### src/rtl/card_pkg.sv
// Shared constants, FSM state type and card helpers for the card dealer.
// Imported by card_dealer and card_lfsr.
package card_pkg;

    localparam int RANKS_PER_SUIT = 13;
    localparam int SUITS          = 4;
    localparam int CARDS_PER_DECK = 52;
    localparam int BJ_LIMIT       = 21;
    localparam int FACE_VALUE     = 10;
    localparam int ACE_BONUS      = 10;
    localparam int SCORE_W        = 6;
    localparam int HARD_W         = 7;

    typedef enum logic [1:0] {
        ST_IDLE    = 2'd0,
        ST_PROBE   = 2'd1,
        ST_DELIVER = 2'd2
    } deal_state_e;

    // Blackjack value of a rank in 1..13 (ace counts 1 here; the soft bonus is applied per hand).
    function automatic logic [3:0] card_value(input logic [3:0] rank);
        if (rank >= 4'(FACE_VALUE)) return 4'(FACE_VALUE);
        return rank;
    endfunction

    // Right-shifting Galois feedback masks for maximal-length sequences.
    function automatic logic [31:0] lfsr_taps(input int width);
        case (width)
            7:       return 32'h0000_0060;
            8:       return 32'h0000_00B8;
            9:       return 32'h0000_0110;
            10:      return 32'h0000_0240;
            11:      return 32'h0000_0500;
            12:      return 32'h0000_0E08;
            13:      return 32'h0000_1C80;
            14:      return 32'h0000_3802;
            15:      return 32'h0000_6000;
            16:      return 32'h0000_B400;
            17:      return 32'h0001_2000;
            18:      return 32'h0002_0400;
            19:      return 32'h0007_2000;
            20:      return 32'h0009_0000;
            24:      return 32'h00E1_0000;
            32:      return 32'hA300_0000;
            default: return 32'h0000_B400;
        endcase
    endfunction

endpackage

### src/rtl/card_lfsr.sv
// Free-running Galois LFSR; the full state is exported so other blocks can
// derive their own random fields from it.
module card_lfsr
    import card_pkg::*;
#(
    parameter int                    LFSR_WIDTH = 16,
    parameter logic [LFSR_WIDTH-1:0] SEED       = LFSR_WIDTH'(16'hACE1)
) (
    input  logic                  clk_i,
    input  logic                  rst_i,
    output logic [LFSR_WIDTH-1:0] state_o
);

    localparam logic [LFSR_WIDTH-1:0] TAPS = LFSR_WIDTH'(lfsr_taps(LFSR_WIDTH));

    logic [LFSR_WIDTH-1:0] state_q;
    logic [LFSR_WIDTH-1:0] state_d;

    // The feedback mask has its top bit set, so a non-zero seed never decays to zero.
    assign state_d = {1'b0, state_q[LFSR_WIDTH-1:1]} ^ (state_q[0] ? TAPS : '0);

    always_ff @(posedge clk_i or posedge rst_i) begin
        if (rst_i) state_q <= SEED;
        else       state_q <= state_d;
    end

    assign state_o = state_q;

endmodule

### src/rtl/card_dealer.sv
// Draws cards without replacement from a NUM_DECKS shoe (LFSR candidate plus
// linear probe over a used-card bitmap) and keeps a blackjack score per hand.
module card_dealer
    import card_pkg::*;
#(
    parameter int                    NUM_DECKS  = 1,
    parameter int                    NUM_HANDS  = 2,
    parameter int                    LFSR_WIDTH = 16,
    parameter logic [LFSR_WIDTH-1:0] SEED       = LFSR_WIDTH'(16'hACE1),
    localparam int HW    = (NUM_HANDS > 1) ? $clog2(NUM_HANDS) : 1,
    localparam int TOTAL = NUM_DECKS * CARDS_PER_DECK,
    localparam int CW    = $clog2(TOTAL + 1)
) (
    input  logic                         CLOCK_50,
    input  logic                         reset,
    input  logic                         deal_req,
    input  logic [HW-1:0]                hand_sel,
    input  logic                         shuffle_req,
    output logic                         ready,
    output logic                         card_valid,
    output logic [3:0]                   card_rank,
    output logic [1:0]                   card_suit,
    output logic [HW-1:0]                card_hand,
    output logic                         deal_err,
    output logic [CW-1:0]                cards_left,
    output logic [NUM_HANDS*SCORE_W-1:0] hand_score,
    output logic [NUM_HANDS-1:0]         hand_bust,
    output deal_state_e                  dbg_state_o,
    output logic [LFSR_WIDTH-1:0]        dbg_lfsr_o
);

    localparam int DW  = $clog2(NUM_DECKS);
    localparam int DRW = (DW > 0) ? DW : 1;
    localparam int IW  = $clog2(TOTAL);

    logic [LFSR_WIDTH-1:0] lfsr;

    card_lfsr #(
        .LFSR_WIDTH(LFSR_WIDTH),
        .SEED      (SEED)
    ) u_lfsr (
        .clk_i  (CLOCK_50),
        .rst_i  (reset),
        .state_o(lfsr)
    );

    deal_state_e       state_q;
    logic [TOTAL-1:0]  used_q;
    logic [CW-1:0]     left_q;
    logic [3:0]        r_q;
    logic [1:0]        s_q;
    logic [DRW-1:0]    d_q;
    logic [HW-1:0]     tgt_q;
    logic              pend_q;
    logic              ready_q;
    logic              valid_q;
    logic              err_q;
    logic [3:0]        rank_q;
    logic [1:0]        suit_q;
    logic [HW-1:0]     hand_q;
    logic [HARD_W-1:0] hard_q [NUM_HANDS];
    logic [NUM_HANDS-1:0] ace_q;

    logic [3:0]        ld_r;
    logic [1:0]        ld_s;
    logic [DRW-1:0]    ld_d;
    logic [3:0]        r_d;
    logic [1:0]        s_d;
    logic [DRW-1:0]    d_d;
    logic [IW-1:0]     probe_idx;
    logic              probe_hit;
    logic [7:0]        hard_sum;
    logic [HARD_W-1:0] hard_nx;

    // Initial candidate straight from the LFSR; rank folds 13..15 back onto 0..2.
    always_comb begin
        ld_r = lfsr[3:0];
        if (ld_r >= 4'(RANKS_PER_SUIT)) ld_r = ld_r - 4'(RANKS_PER_SUIT);
        ld_s = lfsr[5:4];
    end

    if (DW > 0) begin : g_deck
        assign ld_d = lfsr[6 +: DRW];
    end else begin : g_one_deck
        assign ld_d = '0;
    end

    // Probe step: rank carries into suit, suit carries into deck, deck wraps.
    always_comb begin
        r_d = r_q + 4'd1;
        s_d = s_q;
        d_d = d_q;
        if (r_q == 4'(RANKS_PER_SUIT - 1)) begin
            r_d = 4'd0;
            s_d = s_q + 2'd1;
            if (s_q == 2'(SUITS - 1)) d_d = (d_q == DRW'(NUM_DECKS - 1)) ? '0 : d_q + 1'b1;
        end
    end

    assign probe_idx = IW'(d_q) * IW'(CARDS_PER_DECK) + IW'(s_q) * IW'(RANKS_PER_SUIT) + IW'(r_q);
    assign probe_hit = used_q[probe_idx];

    assign hard_sum = {1'b0, hard_q[tgt_q]} + {4'b0, card_value(r_q + 4'd1)};
    assign hard_nx  = (hard_sum > 8'd127) ? 7'd127 : hard_sum[6:0];

    always_ff @(posedge CLOCK_50 or posedge reset) begin
        if (reset) begin
            state_q <= ST_IDLE;
            used_q  <= '0;
            left_q  <= CW'(TOTAL);
            r_q     <= '0;
            s_q     <= '0;
            d_q     <= '0;
            tgt_q   <= '0;
            pend_q  <= 1'b0;
            ready_q <= 1'b1;
            valid_q <= 1'b0;
            err_q   <= 1'b0;
            rank_q  <= '0;
            suit_q  <= '0;
            hand_q  <= '0;
            ace_q   <= '0;
            for (int h = 0; h < NUM_HANDS; h++) hard_q[h] <= '0;
        end else begin
            valid_q <= 1'b0;
            err_q   <= 1'b0;
            case (state_q)
                ST_IDLE: begin
                    if (shuffle_req || pend_q) begin
                        used_q <= '0;
                        left_q <= CW'(TOTAL);
                        ace_q  <= '0;
                        pend_q <= 1'b0;
                        for (int h = 0; h < NUM_HANDS; h++) hard_q[h] <= '0;
                    end else if (deal_req && left_q == '0) begin
                        err_q <= 1'b1;
                    end else if (deal_req) begin
                        tgt_q   <= hand_sel;
                        r_q     <= ld_r;
                        s_q     <= ld_s;
                        d_q     <= ld_d;
                        ready_q <= 1'b0;
                        state_q <= ST_PROBE;
                    end
                end
                ST_PROBE: begin
                    if (shuffle_req) pend_q <= 1'b1;
                    if (probe_hit) begin
                        r_q <= r_d;
                        s_q <= s_d;
                        d_q <= d_d;
                    end else begin
                        used_q[probe_idx] <= 1'b1;
                        left_q            <= left_q - CW'(1);
                        rank_q            <= r_q + 4'd1;
                        suit_q            <= s_q;
                        hand_q            <= tgt_q;
                        valid_q           <= 1'b1;
                        hard_q[tgt_q]     <= hard_nx;
                        if (r_q == 4'd0) ace_q[tgt_q] <= 1'b1;
                        state_q           <= ST_DELIVER;
                    end
                end
                ST_DELIVER: begin
                    if (shuffle_req) pend_q <= 1'b1;
                    ready_q <= 1'b1;
                    state_q <= ST_IDLE;
                end
                default: begin
                    ready_q <= 1'b1;
                    state_q <= ST_IDLE;
                end
            endcase
        end
    end

    // A soft ace counts 11 only while that keeps the hand at or below 21.
    for (genvar h = 0; h < NUM_HANDS; h++) begin : g_score
        logic [HARD_W-1:0]  hv;
        logic [SCORE_W-1:0] sc;
        assign hv = hard_q[h];
        assign sc = (ace_q[h] && hv <= 7'd11) ? SCORE_W'(hv + 7'(ACE_BONUS))
                  : (hv > 7'd63)              ? 6'd63
                  :                             hv[SCORE_W-1:0];
        assign hand_score[h*SCORE_W +: SCORE_W] = sc;
        assign hand_bust[h]                     = sc > 6'(BJ_LIMIT);
    end

    assign ready       = ready_q;
    assign card_valid  = valid_q;
    assign card_rank   = rank_q;
    assign card_suit   = suit_q;
    assign card_hand   = hand_q;
    assign deal_err    = err_q;
    assign cards_left  = left_q;
    assign dbg_state_o = state_q;
    assign dbg_lfsr_o  = lfsr;

endmodule

### config.mk
export PLATFORM = sky130hd
export DESIGN_NAME = card_dealer
export DESIGN_NICKNAME = d
export VERILOG_FILES = /design/src/rtl/card_pkg.sv /design/src/rtl/card_lfsr.sv /design/src/rtl/card_dealer.sv
export SDC_FILE = /design/constraint.sdc
export NUM_CORES = 1
export LEC_CHECK = 0
export CORE_MARGIN = 2
export CORE_UTILIZATION = 58
export DETAILED_ROUTE_END_ITERATION = 6
export PLACE_DENSITY = 0.79
export REMOVE_ABC_BUFFERS = 1
export SLEW_MARGIN = 20
export SYNTH_ARGS = -nofsm -noshare
export SYNTH_HDL_FRONTEND = slang
export SYNTH_SLANG_ARGS = --single-unit
### constraint.sdc
create_clock -name CLOCK_50 -period 5.4 [get_ports CLOCK_50]
set_input_delay 1.62 -clock CLOCK_50 [delete_from_list [all_inputs] [get_ports CLOCK_50]]
set_output_delay 1.62 -clock CLOCK_50 [all_outputs]
set_load 0.005 [all_outputs]
==> flow_summary.json <==
{
  "ctsLongestPathBuffers": 2,
  "cp_slowest_cell": "dfrtp_1",
  "placed_area_um2": 6570,
  "post_synth.cell_area_avg_um2": 10.4,
  "insertion_delay_ns": 0.37,
  "p_leak_uw": 0.00293,
  "root_buffer": "clkbuf_8",
  "cts_resized": 0,
  "fmax_ghz": 0.233,
  "cts_buffers": 9,
  "crit_path_max_incr_delay_ns": 0.50,
  "nets": 651,
  "dp_hpwl_um": 9500,
  "rows": 37,
  "yosysTopAreaCell": "dfrtp_1",
  "die_h_um": 106,
  "clock-sinks": 110,
  "worstHoldPathCells": 0,
  "cp.required_ns": 3.78,
  "cts_tree": "yes",
  "slew_violations": 0,
  "r2r_end": "cards_left[5]",
  "synth_seq_cells": 110,
  "min_period_over_period_pct": 79.5,
  "ys_types": 74,
  "grt_start_max_net_pins": 78,
  "ir_drop_v": 0.000235,
  "holdPathEnd": "u_lfsr.state_o[6]",
  "antenna_found_initial": 0,
  "cp.buffers_inverters": 1,
  "synth_edf_count": 0,
  "crit_chain": "ha_1 -> and3_1 -> a41oi_1 -> a21boi_0 -> o22a_1 -> a21oi_1 -> o21bai_1 -> clkdlybuf4s50_1",
  "slew_headroom_pct": 37.5,
  "post_cts_buffers": 0,
  "wl_per_cell_um": 17.2,
  "ctsHoldBuffers": 0,
  "io_buffers": 52,
  "maxCapViolations": 0,
  "synth_ff_type": "dfrtp_1",
  "vias": 4576,
  "ys_top_cells_by_count": "98 x dfrtp_1, 85 x nand2_1, 53 x o21ai_1",
  "drc": 0,
  "netlist_area_um2": 6070,
  "setup.worst_path.end_class": "output pin",
  "wirelength_um": 13000,
  "skew_ns": 0.0122,
  "synth_area_leaders": "dfrtp_1 40%, ha_1 5.6%, nand2_1 5.3%",
  "dr.pass1.iters": 5,
  "status": "finished, final reports clean",
  "h-tree-depth": 3,
  "die_w_um": 106,
  "min_from": "u_lfsr.state_o[7]",
  "reg2reg_from": "s_q[0]",
  "p_per_area_nw_per_um2": 411,
  "arrival_ns": 2.67,
  "gr-total-overflow": 0,
  "ios": 53,
  "clkTransAtPathRegs_ns": 0.10,
  "worstSetupPathType": "flop to output pin",
  "syn_to_final_growth_pct": 11.4,
  "yosysWarnings": 0,
  "grt_setup_unrepaired": "no",
  "critPathLaunchType": "flop",
  "hp-class": "flop to flop",
  "final_layout_size_suffix_gt1_share_pct": 12.4,
  "synthMostInstantiatedCell": "dfrtp_1",
  "r2r_slack_ns": 1.19,
  "cp_max_fo": 9,
  "start_util_pct": 59.3,
  "n_fill_cell": 787,
  "track_usage_pct": 24.5,
  "fin_crit_ns": 4.29,
  "hold_violations": 0,
  "viasPerCell": 6.04,
  "gp_congestion": 0.900,
  "worstMarginPinSlew_ns": 0.937,
  "postSynthCellCount": 586,
  "register_area_um2": 2770,
  "synth.yosys.seq_area_share_pct": 45.6,
  "reg2reg_depth": 10,
  "detail-route-antenna-nets": 0,
  "grt_pass1_wl_um": 22100,
  "async_flop_share_pct": 100,
  "grt_pass1_vias": 4551,
  "holdWs_ns": 0.369,
  "post-route-cell-area_um2": 6760,
  "critPathTopFamily": "compound AO/OA/AOI/OAI gates",
  "tns_ns": 0,
  "setup_viol": 0,
  "first_iter_violations": 266,
  "diodes": 0,
  "die_area_um2": 11300,
  "multi_input_area_um2": 2960,
  "power.total_uw": 2780,
  "core_um2": 10200,
  "netlist.area_leader.share_pct": 40.4
}
==> logic make-up after synthesis <==
family / share of synthesized area (%)
fa+ha+maj: 6.55
flops: 45.6
buf+inv: 5.59
compound gates: 15.1
xor+xnor: 2.39
simple gates: 16.8
mux: 7.98
==> how the worst max path moves through the flow <==
stage | startpoint | end | depth (start not counted)
finish | g_score[1].hv[2] | hand_bust[1] | 8
global route | g_score[1].hv[2] | hand_bust[1] | 8
CTS | g_score[1].hv[2] | hand_bust[1] | 8
detailed placement | shuffle_req | used_q[41] | 6
global placement | shuffle_req | used_q[3] | 6
floorplan | reset | ace_q[0] | 1
==> report_power, final <==
group          internal (µW)  switching (µW)  total, µW  leakage [µW]
logic                    479             804       1280       0.00137
registers                918            99.2       1020       0.00147
clock network            191             288        479     0.0000977
total                   1590            1190       2780       0.00293
==> stage by stage <==
step	utilization [%]	worst slack, ns	instances
finish	66.1	1.11	757
global route	66.1	0.854	757
CTS	66.1	1.12	757
detailed placement	64.2	1.16	741
global placement	64.2	1.25	741
floorplan	-	0.898	548
==> placed cells by master (no fill, tap or decap), types with 5 or more instances in the layout <==
cell type        Yosys  final
a21oi_1             20     20
a22o_1               5      5
a31oi_1              8      8
a32o_1               5      5
buf_4               15      5
clkbuf_8             0     10
clkdlybuf4s50_1      0     52
dfrtp_1             98     98
dfstp_2             12     12
ha_1                27     27
inv_1               28     27
mux2_1               5      5
mux2_2               6      6
mux2i_1              9      9
mux4_2               9      9
nand2_1             85     85
nand3_1             16     16
nor2_1              21     21
nor3_1               9      9
o21ai_0             14     14
o21ai_1             53     53
or2_2                6      6
xnor2_1              5      5
xor2_1               6      6
==> layout make-up <==
| class | instances | share of cell area (%) |
|---|---|---|
| timing repair buffer | 57 | 8.25 |
| inverter | 28 | 1.59 |
| multi-input combinational | 410 | 43.8 |
| sequential | 110 | 40.9 |
| tap | 136 | 2.52 |
| clock inverter | 5 | 0.759 |
| clock buffer | 11 | 2.09 |
==> metal layers <==
metal  share of wire [%]  vias to the layer above  wire length (µm)  track usage [%]
li1                    -                     2144                 -                -
met3                 4.5                       24               580             4.35
met4                 2.4                        0               308             8.55
met5                   0                        -                 0                0
met1                  42                     2277              5500             32.1
met2                  51                      131              6610             41.3
==> worst reg2reg max path, cell delays in order, from the launching register on <==
cell	delay, ns
dfrtp_1	0.52
fa_1	0.48
ha_1	0.31
inv_1	0.06
fa_1	0.97
inv_1	0.22
a211oi_1	0.33
nor4_1	0.13
o31a_2	0.60
nand3_1	0.16
or3b_1	0.35
==> state kept, by name (all words and copies together) (netlist names) <==
register / cells
used_q: 52
u_lfsr.state_o: 16
g_score.hv: 14
cards_left: 6
card_rank: 4
r_q: 4
ace_q: 2
card_suit: 2
dbg_state_o: 2
s_q: 2
card_hand: 1
card_valid: 1
deal_err: 1
pend_q: 1
ready: 1
tgt_q: 1
(Power assumes the default switching activity.)
